===== config.mk =====
export PLATFORM = sky130hd
export DESIGN_NAME = audio_stream_ctrl
export DESIGN_NICKNAME = d
export VERILOG_FILES = /design/src/rtl/audio_stream_ctrl.sv
export SDC_FILE = /design/constraint.sdc
export NUM_CORES = 1
export LEC_CHECK = 0
export ABC_AREA = 1
export CORE_ASPECT_RATIO = 1.4
export CORE_UTILIZATION = 40
export CTS_CLUSTER_SIZE = 12
export DETAILED_ROUTE_END_ITERATION = 10
export PLACE_DENSITY = 0.54
export SETUP_SLACK_MARGIN = 0.15
export SKIP_CTS_REPAIR_TIMING = 1
export SLEW_MARGIN = 40
export SYNTH_ARGS = -nofsm -noshare
export SYNTH_HDL_FRONTEND = slang
export SYNTH_SLANG_ARGS = --single-unit

===== constraint.sdc =====
create_clock -name CLOCK_50 -period 7.09 [get_ports CLOCK_50]
set_input_delay 1.418 -clock CLOCK_50 [delete_from_list [all_inputs] [get_ports CLOCK_50]]
set_output_delay 1.418 -clock CLOCK_50 [all_outputs]
set_load 0.02 [all_outputs]

===== src/rtl/audio_stream_ctrl.sv =====
// Audio codec stream controller: captures ADC pairs into a FIFO and
// plays them back to the DAC through a 3-cycle-minimum handshake FSM.
module audio_stream_ctrl #(
    parameter int DEPTH = 8,
    parameter int PRIME = 4
) (
    input  logic                     CLOCK_50,
    input  logic                     reset,
    input  logic                     enable,
    input  logic                     mute,
    input  logic                     read_ready,
    input  logic                     write_ready,
    input  logic [23:0]              readdata_left,
    input  logic [23:0]              readdata_right,
    output logic                     read,
    output logic                     write,
    output logic [23:0]              writedata_left,
    output logic [23:0]              writedata_right,
    output logic [$clog2(DEPTH):0]   fill,
    output logic [7:0]               overflow_cnt,
    output logic [7:0]               underflow_cnt
);

    localparam int AW = $clog2(DEPTH);
    localparam logic [AW:0] FULL      = (AW+1)'(DEPTH);
    localparam logic [AW:0] PRIME_LVL = (AW+1)'(PRIME);

    typedef enum logic [1:0] {
        IDLE,
        RD,
        WR,
        GAP
    } state_t;

    state_t        state;
    logic [47:0]   mem [DEPTH];
    logic [AW-1:0] wptr;
    logic [AW-1:0] rptr;
    logic          primed;
    logic          live;
    logic          push;
    logic          go_rd;
    logic          go_wr;

    // The pair is stored at the edge that ends the RD cycle, so a reset
    // landing on that edge discards it.
    assign push  = (state == RD) && (fill != FULL);
    assign go_rd = read_ready && ((fill != FULL) || !write_ready);
    assign go_wr = write_ready && primed;

    always_ff @(posedge CLOCK_50) begin
        if (push && !reset) begin
            mem[wptr] <= {readdata_left, readdata_right};
        end
    end

    always_ff @(posedge CLOCK_50) begin
        if (reset) begin
            state           <= IDLE;
            read            <= 1'b0;
            write           <= 1'b0;
            writedata_left  <= '0;
            writedata_right <= '0;
            fill            <= '0;
            wptr            <= '0;
            rptr            <= '0;
            primed          <= 1'b0;
            live            <= 1'b0;
            overflow_cnt    <= '0;
            underflow_cnt   <= '0;
        end else begin
            live  <= 1'b1;
            read  <= 1'b0;
            write <= 1'b0;

            if (!enable) begin
                primed <= 1'b0;
            end else if (fill >= PRIME_LVL) begin
                primed <= 1'b1;
            end

            unique case (state)
                IDLE: begin
                    // live holds off the first decision one extra cycle
                    if (enable && live) begin
                        if (go_rd) begin
                            state <= RD;
                            read  <= 1'b1;
                        end else if (go_wr) begin
                            state <= WR;
                            write <= 1'b1;
                            if (fill != '0) begin
                                writedata_left  <= mute ? 24'd0 : mem[rptr][47:24];
                                writedata_right <= mute ? 24'd0 : mem[rptr][23:0];
                                rptr            <= rptr + 1'b1;
                                fill            <= fill - 1'b1;
                            end else begin
                                writedata_left  <= '0;
                                writedata_right <= '0;
                                if (underflow_cnt != 8'hFF) begin
                                    underflow_cnt <= underflow_cnt + 8'd1;
                                end
                            end
                        end
                    end
                end
                RD: begin
                    state <= GAP;
                    if (push) begin
                        wptr <= wptr + 1'b1;
                        fill <= fill + 1'b1;
                    end else if (overflow_cnt != 8'hFF) begin
                        overflow_cnt <= overflow_cnt + 8'd1;
                    end
                end
                WR: begin
                    state <= GAP;
                end
                GAP: begin
                    state <= IDLE;
                end
            endcase
        end
    end

endmodule


# [After elaboration in Yosys (flattened, before gate mapping)]
# Memory sizes are Yosys's and may differ from the RTL's. A register that Yosys moved wholly into a read port is not among the register bits.
# Cells that the tools add are included.
[classes] addsub=6 order_cmp=1 eq_ne=12 mux=21 bitwise_logic=6 reduce_logical=22
[op_table] cell="$mux 24" n=4
[op_table] cell="$mux 4" n=5
[op_table] cell="$add 8x1->8 const B" n=2
[op_table] cell="$ne 8x8->1 const B" n=2
[op_table] cell="$reduce_and 6->1" n=2
[op_table] cell="$ne 2x2->1 const B" n=5
[op_table] cell="$pmux 4 s2" n=1
[op_table] cell="$add 3x1->3 const B" n=2
[op_table] cell="$mux 2" n=3
[op_table] cell="$mux 3" n=2
[op_table] cell="$not 1->1" n=6
[op_table] cell="$pmux 2 s3" n=1
[op_table] cell="$logic_and 1x1->1" n=5
[op_table] cell="$mux 1" n=5
[op_table] cell="$reduce_and 5->1" n=1
[op_table] cell="$add 4x1->4 const B" n=1
[op_table] cell="$eq 2x2->1 const B" n=2
[op_table] cell="$ge 4x3->1 const B" n=1
[op_table] cell="$ne 4x4->1 const B" n=1
[op_table] cell="$reduce_and 2->1" n=2
[op_table] cell="$reduce_and 4->1" n=1
[op_table] cell="$reduce_bool 4->1" n=1
[op_table] cell="$reduce_or 2->1" n=2
[op_table] cell="$reduce_or 4->1" n=1
[op_table] cell="other kinds (9)" n=10
[word_totals] register_bits=80 ram_bits=384 out_inout_bits=70 wordCells=81 mem_count=1
[mem_list] name="mem" words=8 word_bits=48 rd=1 rd_ports_with_merged_regs=1 wr=1 line_no="36" source="logic [47:0] mem [DEPTH];"

# [Logic depth before layout (Yosys ltp)]
[depth] depth_word=7 depth_mapped=12 depth_no_buf=11

# [Worst setup path before layout]
# Ideal clock, no wire load.
[synth_path] kind="input to register" from="input reset" to="memory mem[6][0] (enable)" t_arrival_ns=5.062 path_slack_ns=1.515 path_stages=4 n_path_buf=1 cell_sequence="clkbuf_1 -> inv_1 -> nand2_1 -> nor3_1"
[synth_via] elab_chain_cells=4
[synth_lines] item="start, declared" line_no="8" source="input logic reset,"
[synth_lines] item="$logic_not 1->1" line_no="52" source="if (push && !reset) begin"
[synth_lines] item="$logic_and 1x1->1" line_no="52"
[synth_lines] item="$mux 1" line_no="52"
[synth_lines] item="$mux 1 (not written as such)" line_no="53" source="mem[wptr] <= {readdata_left, readdata_right};"
[synth_lines] item="end, declared" line_no="36"
# No other way between the ends.

# [Final worst setup path]
[layout_path] from="input reset" to="memory mem[7][17] (enable)"
# Same word-level chain as after synthesis.

==> impl_metrics.tcl <==
set metrics [dict create \
    status "completed" \
    worstSetupPathType "input port to flip-flop" \
    p_per_area_nw_per_um2 263 \
    synth_seq_cells 467 \
    initial_core_util 0.406 \
    numClockSinks 467 \
    rsz0062_at_grt "no" \
    cts_max_level 2 \
    clockRootBuffer "clkbuf_16" \
    antenna_left 0 \
    reg2regPathDepth 7 \
    diodes 0 \
    ys_types 31 \
    die_x_um 186 \
    worstMarginPinSlew_ns 0.848 \
    finalHoldViolCount 0 \
    skew_ns 0.0237 \
    hpwlAfterDp_mm 24.9 \
    top_layer "met5" \
    wl_per_cell_um 17.3 \
    crit_required_ns 7.27 \
    fin_tns_setup_ns 0 \
    crit_fanout 61 \
    antenna_found_initial 1 \
    fp.dieH_um 260 \
    hold_depth 2 \
    synth_area_leader_cell "edfxtp_1" \
    cts.path.max_buffers 3 \
    routed-via-count 12800 \
    track_usage 0.188 \
    fillers 4277 \
    dieArea_um2 48500 \
    start_kind "input port" \
    min_path_type "flip-flop to flip-flop" \
    fin_crit_sh 0.516 \
    whs_ns 0.464 \
    end_kind "flip-flop" \
    cts_tree "built" \
    slew_viol_final 0 \
    wl_met2_mm 22.8 \
    worstPathArrival_ns 3.84 \
    synth_area_leaders "edfxtp_1 (61%), nand2_1 (13%), dfxtp_1 (8.7%), nor2_1 (4.5%), nand3_1 (4.4%)" \
    drc_errors 0 \
    viasPerCell 4.91 \
    path_clk_slew_ns 0.06 \
    yosysTopAreaCellShare 0.606 \
    grt_pass1_vias 12700 \
    nNetsFinal 2007 \
    firstDrtPassIters 6 \
    io_buffers 123 \
    wl_mm 44.9 \
    setup_viol 0 \
    ioPinCount 124 \
    rows 94 \
    max-cap-violations 0 \
    grt_max_degree 128 \
    synthCells 1843 \
    cts_made_buffers 47 \
    finalWeightedCongestion 0.736 \
    core_area_um2 46900 \
    total_power_uw 5860 \
    grt_pass1_wl_mm 71.0 \
    vdd_drop_max_uv 175 \
    relSlewSlack 0.434 \
    p_leak_uw 0.00821 \
    syn_to_final_growth_pct 16.9 \
    layout-drive-gt1-share 0.0572 \
    fmax_mhz 273 \
    synth_fp_nets 1907 \
    pre_cts_slack_ns 2.33 \
    met1_length_mm 19.2 \
    yosysSeqAreaShare 0.693 \
    overflow 0 \
    insertion_delay_ns 0.56 \
    dr_wl_met3_mm 1.82 \
    syn_area_per_cell_um2 10.3 \
    synth_area_um2 19000 \
    first_iter_violations 710 \
    setup_ws_ns 3.43 \
    ys.warnings.count 0 \
    min_period_ns 3.66 \
]
[layout by cell type, fill, tap and decap left out, types with 6 or more instances in the layout]
master,count
clkdlybuf4s50_1,122
clkbuf_1,23
ha_1,9
clkbuf_16,48
inv_1,78
nor2_4,6
nand3_1,168
nand2_1,671
o21ai_0,49
nor2_1,226
o21ai_1,8
edfxtp_1,384
a21oi_1,23
buf_4,15
dfxtp_1,80
a21oi_2,6
[state kept, by name, indices dropped and copies added, names as in the netlist, named ones only]
name,count
fill,4
live,1
mem,384
overflow_cnt,8
primed,1
read,1
rptr,3
state,2
underflow_cnt,8
wptr,3
write,1
writedata_left,24
writedata_right,24
[stage by stage]
stage               utilization  instances  cell area [um2]
finish                    0.474       2600            22300
global route              0.474       2600            22300
CTS                       0.474       2600            22300
detailed placement        0.445       2518            20900
global placement          0.443       2516            20800
floorplan                     -       1843            19000
[worst max-delay path, stage by stage]
cell and delay [ns]:
buf_6 0.25, inv_2 0.44, nand3_1 0.39, nor2_4 0.67, buf_4 0.60
[where the power goes]
part           leakage (uW)  internal [uW]  switching [uW]
Sequential          0.00413           3060            35.9
Clock              0.000670           1300            1000
Combinational       0.00341            149             320
Total               0.00821           4500            1360
[kinds of logic (layout without fill, tap and decap cells)]
kind of cell / count (synthesis) / in the layout / synth area share
simple gates: 1092 / 1092 / 0.231
flops: 467 / 467 / 0.693
buf+inv: 178 / 311 / 0.0408
compound gates: 89 / 89 / 0.0252
fa+ha+maj: 10 / 10 / 0.00697
xor+xnor: 7 / 7 / 0.00322
[Yosys cell counts (all sizes together)]
cell and n:
dfxtp 83, fa 1, o311a 1, ha 9, o21ai 57, nor3 9
inv 84, buf 53, xor2 2, edfxtp 384, nand3 171, clkbuf 40
a21oi 30, o21bai 1, nand3b 1, nand4 5, xnor2 5, nand2 672
clkinv 1, nor2 234
[layer usage]
metal  vias up  GRT usage
li1       6294          -
met1      6145      0.228
met2       251      0.343
met3        65     0.0258
met4         2     0.0565
met5         -          0
[layout make-up]
type	count	area [um2]	share of cell area
Clock buffer	72	1300	0.0585
Clock inverter	10	90.1	0.00405
Inverter	85	328	0.0147
Multi-Input combinational cell	1198	5120	0.230
Sequential cell	467	13200	0.593
Tap cell	624	781	0.0351
Timing Repair Buffer	144	1430	0.0644
[path summary, 6_finish.rpt]
kind | slack [ns] | start | end
max | 3.43 | reset | mem[7][17]
min | 0.46 | writedata_left[5] | writedata_left[5]
max reg2reg | 4.08 | state[1] | mem[7][17]
min reg2reg | 0.46 | writedata_left[5] | writedata_left[5]
(Power assumes the default switching activity.)
